[src/rtl/simon_pkg.sv]
// simon_pkg: shared widths, default round limit and FSM state encoding for the Simon Says controller
package simon_pkg;
  localparam int ROUND_W = 6;
  localparam int MAX_ROUND_DEF = 63;
  typedef enum logic [3:0] {
    READY1, READY2, READY3, READY4, SPEED_SEL, IS_NEXT_PULSE,
    PULSE_ON, PLAYER_TURN, DESELECT, WIN, LOSE
  } state_t;
endpackage

[src/rtl/fsm_sig.sv]
// fsm_sig: bundle of simon_fsm outputs with a driver view and a consumer view
interface fsm_sig;
  import simon_pkg::*;
  logic [ROUND_W-1:0] current_round, pulse_idx, input_idx;
  logic [3:0] state;
  logic led_en, input_strobe, speed_up, game_win, game_lose;
  modport fsm (output current_round, pulse_idx, input_idx, state, led_en, input_strobe, speed_up, game_win, game_lose);
  modport view (input current_round, pulse_idx, input_idx, state, led_en, input_strobe, speed_up, game_win, game_lose);
endinterface

[src/rtl/simon_fsm.sv]
// simon_fsm: Simon Says control FSM (start handshake, playback, input judging).
// SIMON_SPEED_SELECT_EN adds the SPEED_SEL window that latches a KEY2 speed-up request.
module simon_fsm
  import simon_pkg::*;
#(
  parameter int MAX_ROUND = MAX_ROUND_DEF,
  parameter int SPEED_WINDOW = 2
) (
  input  logic               clk,
  input  logic               reset,
  input  logic [1:0]         launch_keys,
  input  logic               pulse,
  input  logic [3:0]         player_input,
  input  logic               result,
  output logic [ROUND_W-1:0] current_round,
  output logic [3:0]         state,
  output logic               led_en,
  output logic [ROUND_W-1:0] pulse_idx,
  output logic [ROUND_W-1:0] input_idx,
  output logic               input_strobe,
  output logic               speed_up,
  output logic               game_win,
  output logic               game_lose
);
  if (MAX_ROUND < 1 || MAX_ROUND >= 2 ** ROUND_W || SPEED_WINDOW < 1) begin : g_bad_cfg
    $error("simon_fsm: MAX_ROUND must be 1..63 and SPEED_WINDOW at least 1");
  end
  localparam logic [ROUND_W-1:0] MAX_R = ROUND_W'(MAX_ROUND);
  state_t state_q, state_d;
  logic [ROUND_W-1:0] round_q, round_d, pidx_q, pidx_d, iidx_q, iidx_d, iidx_inc;
  logic strobe_q, strobe_d, sel_done;
  fsm_sig sig();
`ifdef SIMON_SPEED_SELECT_EN
  localparam int CW = $clog2(SPEED_WINDOW + 1);
  localparam state_t START = SPEED_SEL;
  logic [CW-1:0] cnt_q, cnt_d;
  logic speed_q, speed_d;
  assign sel_done = cnt_q == CW'(SPEED_WINDOW - 1);
  always_comb begin
    cnt_d = state_q == SPEED_SEL ? cnt_q + 1'b1 : '0;
    speed_d = state_q == SPEED_SEL ? speed_q | launch_keys[1] :
              state_q inside {READY1, READY2, READY3, READY4} ? 1'b0 :
              state_q inside {WIN, LOSE} && launch_keys == 2'b11 ? 1'b0 : speed_q;
  end
  always_ff @(posedge clk or negedge reset)
    if (!reset) begin
      cnt_q <= '0;
      speed_q <= 1'b0;
    end else begin
      cnt_q <= cnt_d;
      speed_q <= speed_d;
    end
  assign sig.speed_up = speed_q;
`else
  localparam state_t START = IS_NEXT_PULSE;
  assign sel_done = 1'b0;
  assign sig.speed_up = 1'b0;
`endif
  assign iidx_inc = iidx_q + 1'b1;
  always_comb begin
    state_d = state_q;
    round_d = round_q;
    pidx_d = pidx_q;
    iidx_d = iidx_q;
    strobe_d = 1'b0;
    case (state_q)
      READY1: state_d = launch_keys == 2'b01 ? READY2 : READY1;
      READY2: state_d = launch_keys == 2'b00 ? READY3 : READY2;
      READY3: state_d = launch_keys == 2'b11 ? READY4 : READY3;
      READY4:
        if (launch_keys == 2'b00) begin
          state_d = START;
          round_d = ROUND_W'(1);
          pidx_d = '0;
        end
      SPEED_SEL:
        if (sel_done) begin
          state_d = IS_NEXT_PULSE;
          pidx_d = '0;
        end
      IS_NEXT_PULSE:
        if (pulse) begin
          state_d = pidx_q < round_q ? PULSE_ON : PLAYER_TURN;
          iidx_d = pidx_q < round_q ? iidx_q : '0;
        end
      PULSE_ON:
        if (pulse) begin
          state_d = IS_NEXT_PULSE;
          pidx_d = pidx_q + 1'b1;
        end
      PLAYER_TURN:
        if ($onehot(player_input)) begin
          strobe_d = 1'b1;
          state_d = result ? DESELECT : LOSE;
        end
      DESELECT:
        if (player_input == 4'b0000) begin
          iidx_d = iidx_inc;
          if (iidx_inc < round_q) state_d = PLAYER_TURN;
          else if (round_q == MAX_R) state_d = WIN;
          else begin
            state_d = IS_NEXT_PULSE;
            round_d = round_q + 1'b1;
            pidx_d = '0;
          end
        end
      WIN, LOSE:
        if (launch_keys == 2'b11) begin
          state_d = READY1;
          round_d = '0;
          pidx_d = '0;
          iidx_d = '0;
        end
      default: state_d = READY1;
    endcase
  end
  always_ff @(posedge clk or negedge reset)
    if (!reset) begin
      state_q <= READY1;
      round_q <= '0;
      pidx_q <= '0;
      iidx_q <= '0;
      strobe_q <= 1'b0;
    end else begin
      state_q <= state_d;
      round_q <= round_d;
      pidx_q <= pidx_d;
      iidx_q <= iidx_d;
      strobe_q <= strobe_d;
    end
  assign sig.state = state_q;
  assign sig.current_round = round_q;
  assign sig.pulse_idx = pidx_q;
  assign sig.input_idx = iidx_q;
  assign sig.input_strobe = strobe_q;
  assign sig.led_en = state_q == PULSE_ON;
  assign sig.game_win = state_q == WIN;
  assign sig.game_lose = state_q == LOSE;
  assign state = sig.state;
  assign current_round = sig.current_round;
  assign pulse_idx = sig.pulse_idx;
  assign input_idx = sig.input_idx;
  assign input_strobe = sig.input_strobe;
  assign led_en = sig.led_en;
  assign speed_up = sig.speed_up;
  assign game_win = sig.game_win;
  assign game_lose = sig.game_lose;
endmodule

[config.mk]
export PLATFORM = sky130hd
export DESIGN_NAME = simon_fsm
export DESIGN_NICKNAME = d
export VERILOG_FILES = /design/src/rtl/simon_pkg.sv /design/src/rtl/fsm_sig.sv /design/src/rtl/simon_fsm.sv
export SDC_FILE = /design/constraint.sdc
export NUM_CORES = 1
export LEC_CHECK = 0
export CAP_MARGIN = 30
export CELL_PAD_IN_SITES_DETAIL_PLACEMENT = 1
export CELL_PAD_IN_SITES_GLOBAL_PLACEMENT = 2
export CORE_MARGIN = 2
export CORE_UTILIZATION = 31
export DETAILED_ROUTE_END_ITERATION = 10
export PLACE_DENSITY_LB_ADDON = 0.25
export SETUP_SLACK_MARGIN = 0.3
export SYNTH_ARGS = -nofsm -noshare
export SYNTH_HDL_FRONTEND = slang
export SYNTH_SLANG_ARGS = --single-unit
[constraint.sdc]
create_clock -name clk -period 3.35 [get_ports clk]
set_clock_uncertainty 0.2 [all_clocks]
set_input_delay 0.335 -clock clk [delete_from_list [all_inputs] [get_ports clk]]
set_output_delay 0.335 -clock clk [all_outputs]
set_load 0.005 [all_outputs]
==> results.cfg <==
[clocking]
cts_sinks = 23
post_cts_buffers = 0
clk-insertion-delay-late_ps = 270
cts_tree = built
clk_pin_slew_ps = 90
cts-buffers-inserted = 3
clockBufferDepth = 2
htree_levels = 1
root_buffer = clkbuf_8

[synthesis]
syn-cell-area_um2 = 1890
synth_edf_count = 0
synthesis.nets = 245
yosys_warnings = 0
synth.most_common_cell = nand2_1
synthCells = 218
syn_area_per_cell_um2 = 8.69
yosysSeqAreaShare_pct = 30.4
yosysUniqueCellTypes = 54
synth-seq-cells = 23
synth_top_area_share_pct = 30.4
synth_area_leader_cell = dfrtp_1
netlist_top_cells_area = dfrtp_1, ha_1, nand2_1
synthArstFlopShare_pct = 100
yosys_most_used_dff = dfrtp_1
yosys-top-cells-count = nand2_1, dfrtp_1, o21ai_0, nor2_1

[floorplanning]
io_pins = 37
initial_core_util_pct = 32.0
die_width_um = 82.2
core_um2 = 5920
fp.dieArea_um2 = 6750
die_h_um = 82.2
rows = 28

[finish]
multi_input_area_um2 = 1200
area_growth_pct = 23.6
nets = 278
fillers = 708
num_antenna_cells = 0
regArea_um2 = 577
drive_gt1_share_pct = 10.4
final_area_um2 = 2340

[sta]
timing.fmax_mhz = 351
timing.hold.ws_ps = 218
rsz0062_at_grt = no
post-route-min-period_ps = 2850
finalSetupViolCount = 0
tns_ps = 0
relSlewSlack_pct = 55.0
worst_pin_slew_ps = 672
fin_crit_sh_pct = 85.1
final_hold_viol_count = 0
drv_slew = 0

[global_route]
grtUsageMet2_pct = 27.7
grt-ovfl-total = 0
grt.busiest_layer = met2
grt_pass1_wl_um = 8600
grt_max_degree = 24
antenna_found_initial = 0
grt_pass1_vias = 1647
use_met1_pct = 23.4
grtUsageTotal_pct = 16.7
gr-usage-met3_pct = 2.61

[placement]
place_area_um2 = 2290
hpwl_um = 3930
numPortBuffers = 35
gp_congestion = 0.756

[critical_path]
crit_path_max_fanout = 6
worstSetupPathType = in2reg
start_kind = input pin
cp_top_family = adder cells
critPathRequiredTime_ps = 3320
cp.buffers_inverters = 3
worstPathArrival_ps = 2820
cp_slowest_stage_delay_ps = 530
critPathSlowestCell = fa_1
cp-end-kind = register
path_cells = clkdlybuf4s50_1, inv_1, fa_1, inv_1, ha_1, ha_1, nor2_1, nand2_1, a31oi_1, o221ai_4, o41ai_2

[power_and_ir_drop]
leakagePower_uw = 0.000987
powerDensity_nw_per_um2 = 542
vdd_drop_max_mv = 0.216

[detailed_routing]
vias = 1660
finalWirelength_um = 4990
dr.first_iter.drc_count = 44
antenna_left = 0
post-route-drc-count = 0
vias_per_cell = 5.11
wl_per_cell_um = 15.4
dr.pass1.iters = 4

[worst_hold_path]
hp-class = in2async

[status]
status = completed

[flow_run]
cap_violations = 0
[what timing repair did]
item | 4_1_cts | 5_1_grt
endpoints found under the setup margin | 0 | 8
hold buffers | 0 | 0
resized for setup | 0 | 3
[placed cells by master (no fill, tap or decap), drive strengths merged, types with 2 or more instances in the layout]
| cell type | netlist | routed |
|---|---|---|
| nor2 | 19 | 19 |
| a21o | 3 | 3 |
| a21oi | 11 | 11 |
| mux2i | 5 | 5 |
| or2 | 3 | 3 |
| nand2 | 26 | 26 |
| o21ai | 24 | 24 |
| o21a | 2 | 2 |
| nor4 | 2 | 2 |
| dfrtp | 23 | 23 |
| clkbuf | 2 | 3 |
| clkinv | 1 | 2 |
| and2 | 3 | 3 |
| inv | 16 | 16 |
| nor2b | 2 | 2 |
| nand4 | 4 | 4 |
| nand3 | 5 | 5 |
| xnor2 | 3 | 3 |
| o31ai | 2 | 2 |
| nor3 | 5 | 5 |
| a211oi | 2 | 2 |
| xor2 | 2 | 2 |
| ha | 16 | 16 |
| clkdlybuf4s50 | 0 | 35 |
| nand2b | 6 | 6 |
| a31oi | 2 | 2 |
| and3 | 5 | 5 |
[power by group]
part	total, µW	leakage [µW]	internal [µW]	switching, µW
sequential	449	0.000312	326	123
combinational	637	0.000649	321	316
clock	184	0.0000255	83.3	100
[cells by family (layout without fill, tap and decap cells)]
logic type / after synthesis / count (layout) / share of synthesized area (%)
buffers and inverters: 25 / 57 / 6.74
adders and majority gates: 17 / 17 / 11.6
other: 1 / 1 / 0.198
AOI/OAI and AO/OA: 56 / 56 / 20.7
xor gates and xnor gates: 5 / 5 / 2.31
DFF: 23 / 23 / 30.4
muxes: 5 / 5 / 2.64
and+or+nand+nor: 86 / 86 / 25.4
[final timing paths]
kind	start	end	slack, ps	cells past startpoint
max	player_input[0]	state[3]$_DFFE_PN0P_	500	11
min	reset	input_idx[1]$_DFFE_PN0P_	220	2
max reg2reg	input_idx[0]$_DFFE_PN0P_	state[3]$_DFFE_PN0P_	540	10
min reg2reg	input_idx[0]$_DFFE_PN0P_	input_idx[0]$_DFFE_PN0P_	330	1
max in group asynchronous	reset	input_idx[0]$_DFFE_PN0P_	2480	2
min in group clk	input_idx[0]$_DFFE_PN0P_	input_idx[0]$_DFFE_PN0P_	330	1
[per-layer routing]
layer	wire (µm)	part of all wire (%)
met3	134	2.7
met1	2490	50
met5	0	0
met2	2330	47
met4	34	0.68
[final cells by class]
class / instances / area share, %
clock buffers: 3 / 1.76
repair buffers: 36 / 15.3
clock inverters: 1 / 0.214
flip-flops and latches: 23 / 24.6
multi-input cells: 170 / 51.2
well taps: 75 / 4.01
inverters: 17 / 2.94
[flip-flops by register name, indices dropped and copies added (netlist names)]
signal	cells
current_round	6
input_idx	6
input_strobe	1
pulse_idx	6
state	4
[through the flow]
stage | util [%] | cells | power [µW] | worst slack, ps
floorplan | - | 218 | 880 | 758
global placement | 38.6 | 321 | 1090 | 241
detailed placement | 38.6 | 321 | 1090 | 196
CTS | 39.4 | 325 | 1290 | 346
global route | 39.6 | 325 | 1410 | 307
finish | 39.6 | 325 | 1270 | 498
(Power assumes the default switching activity.)
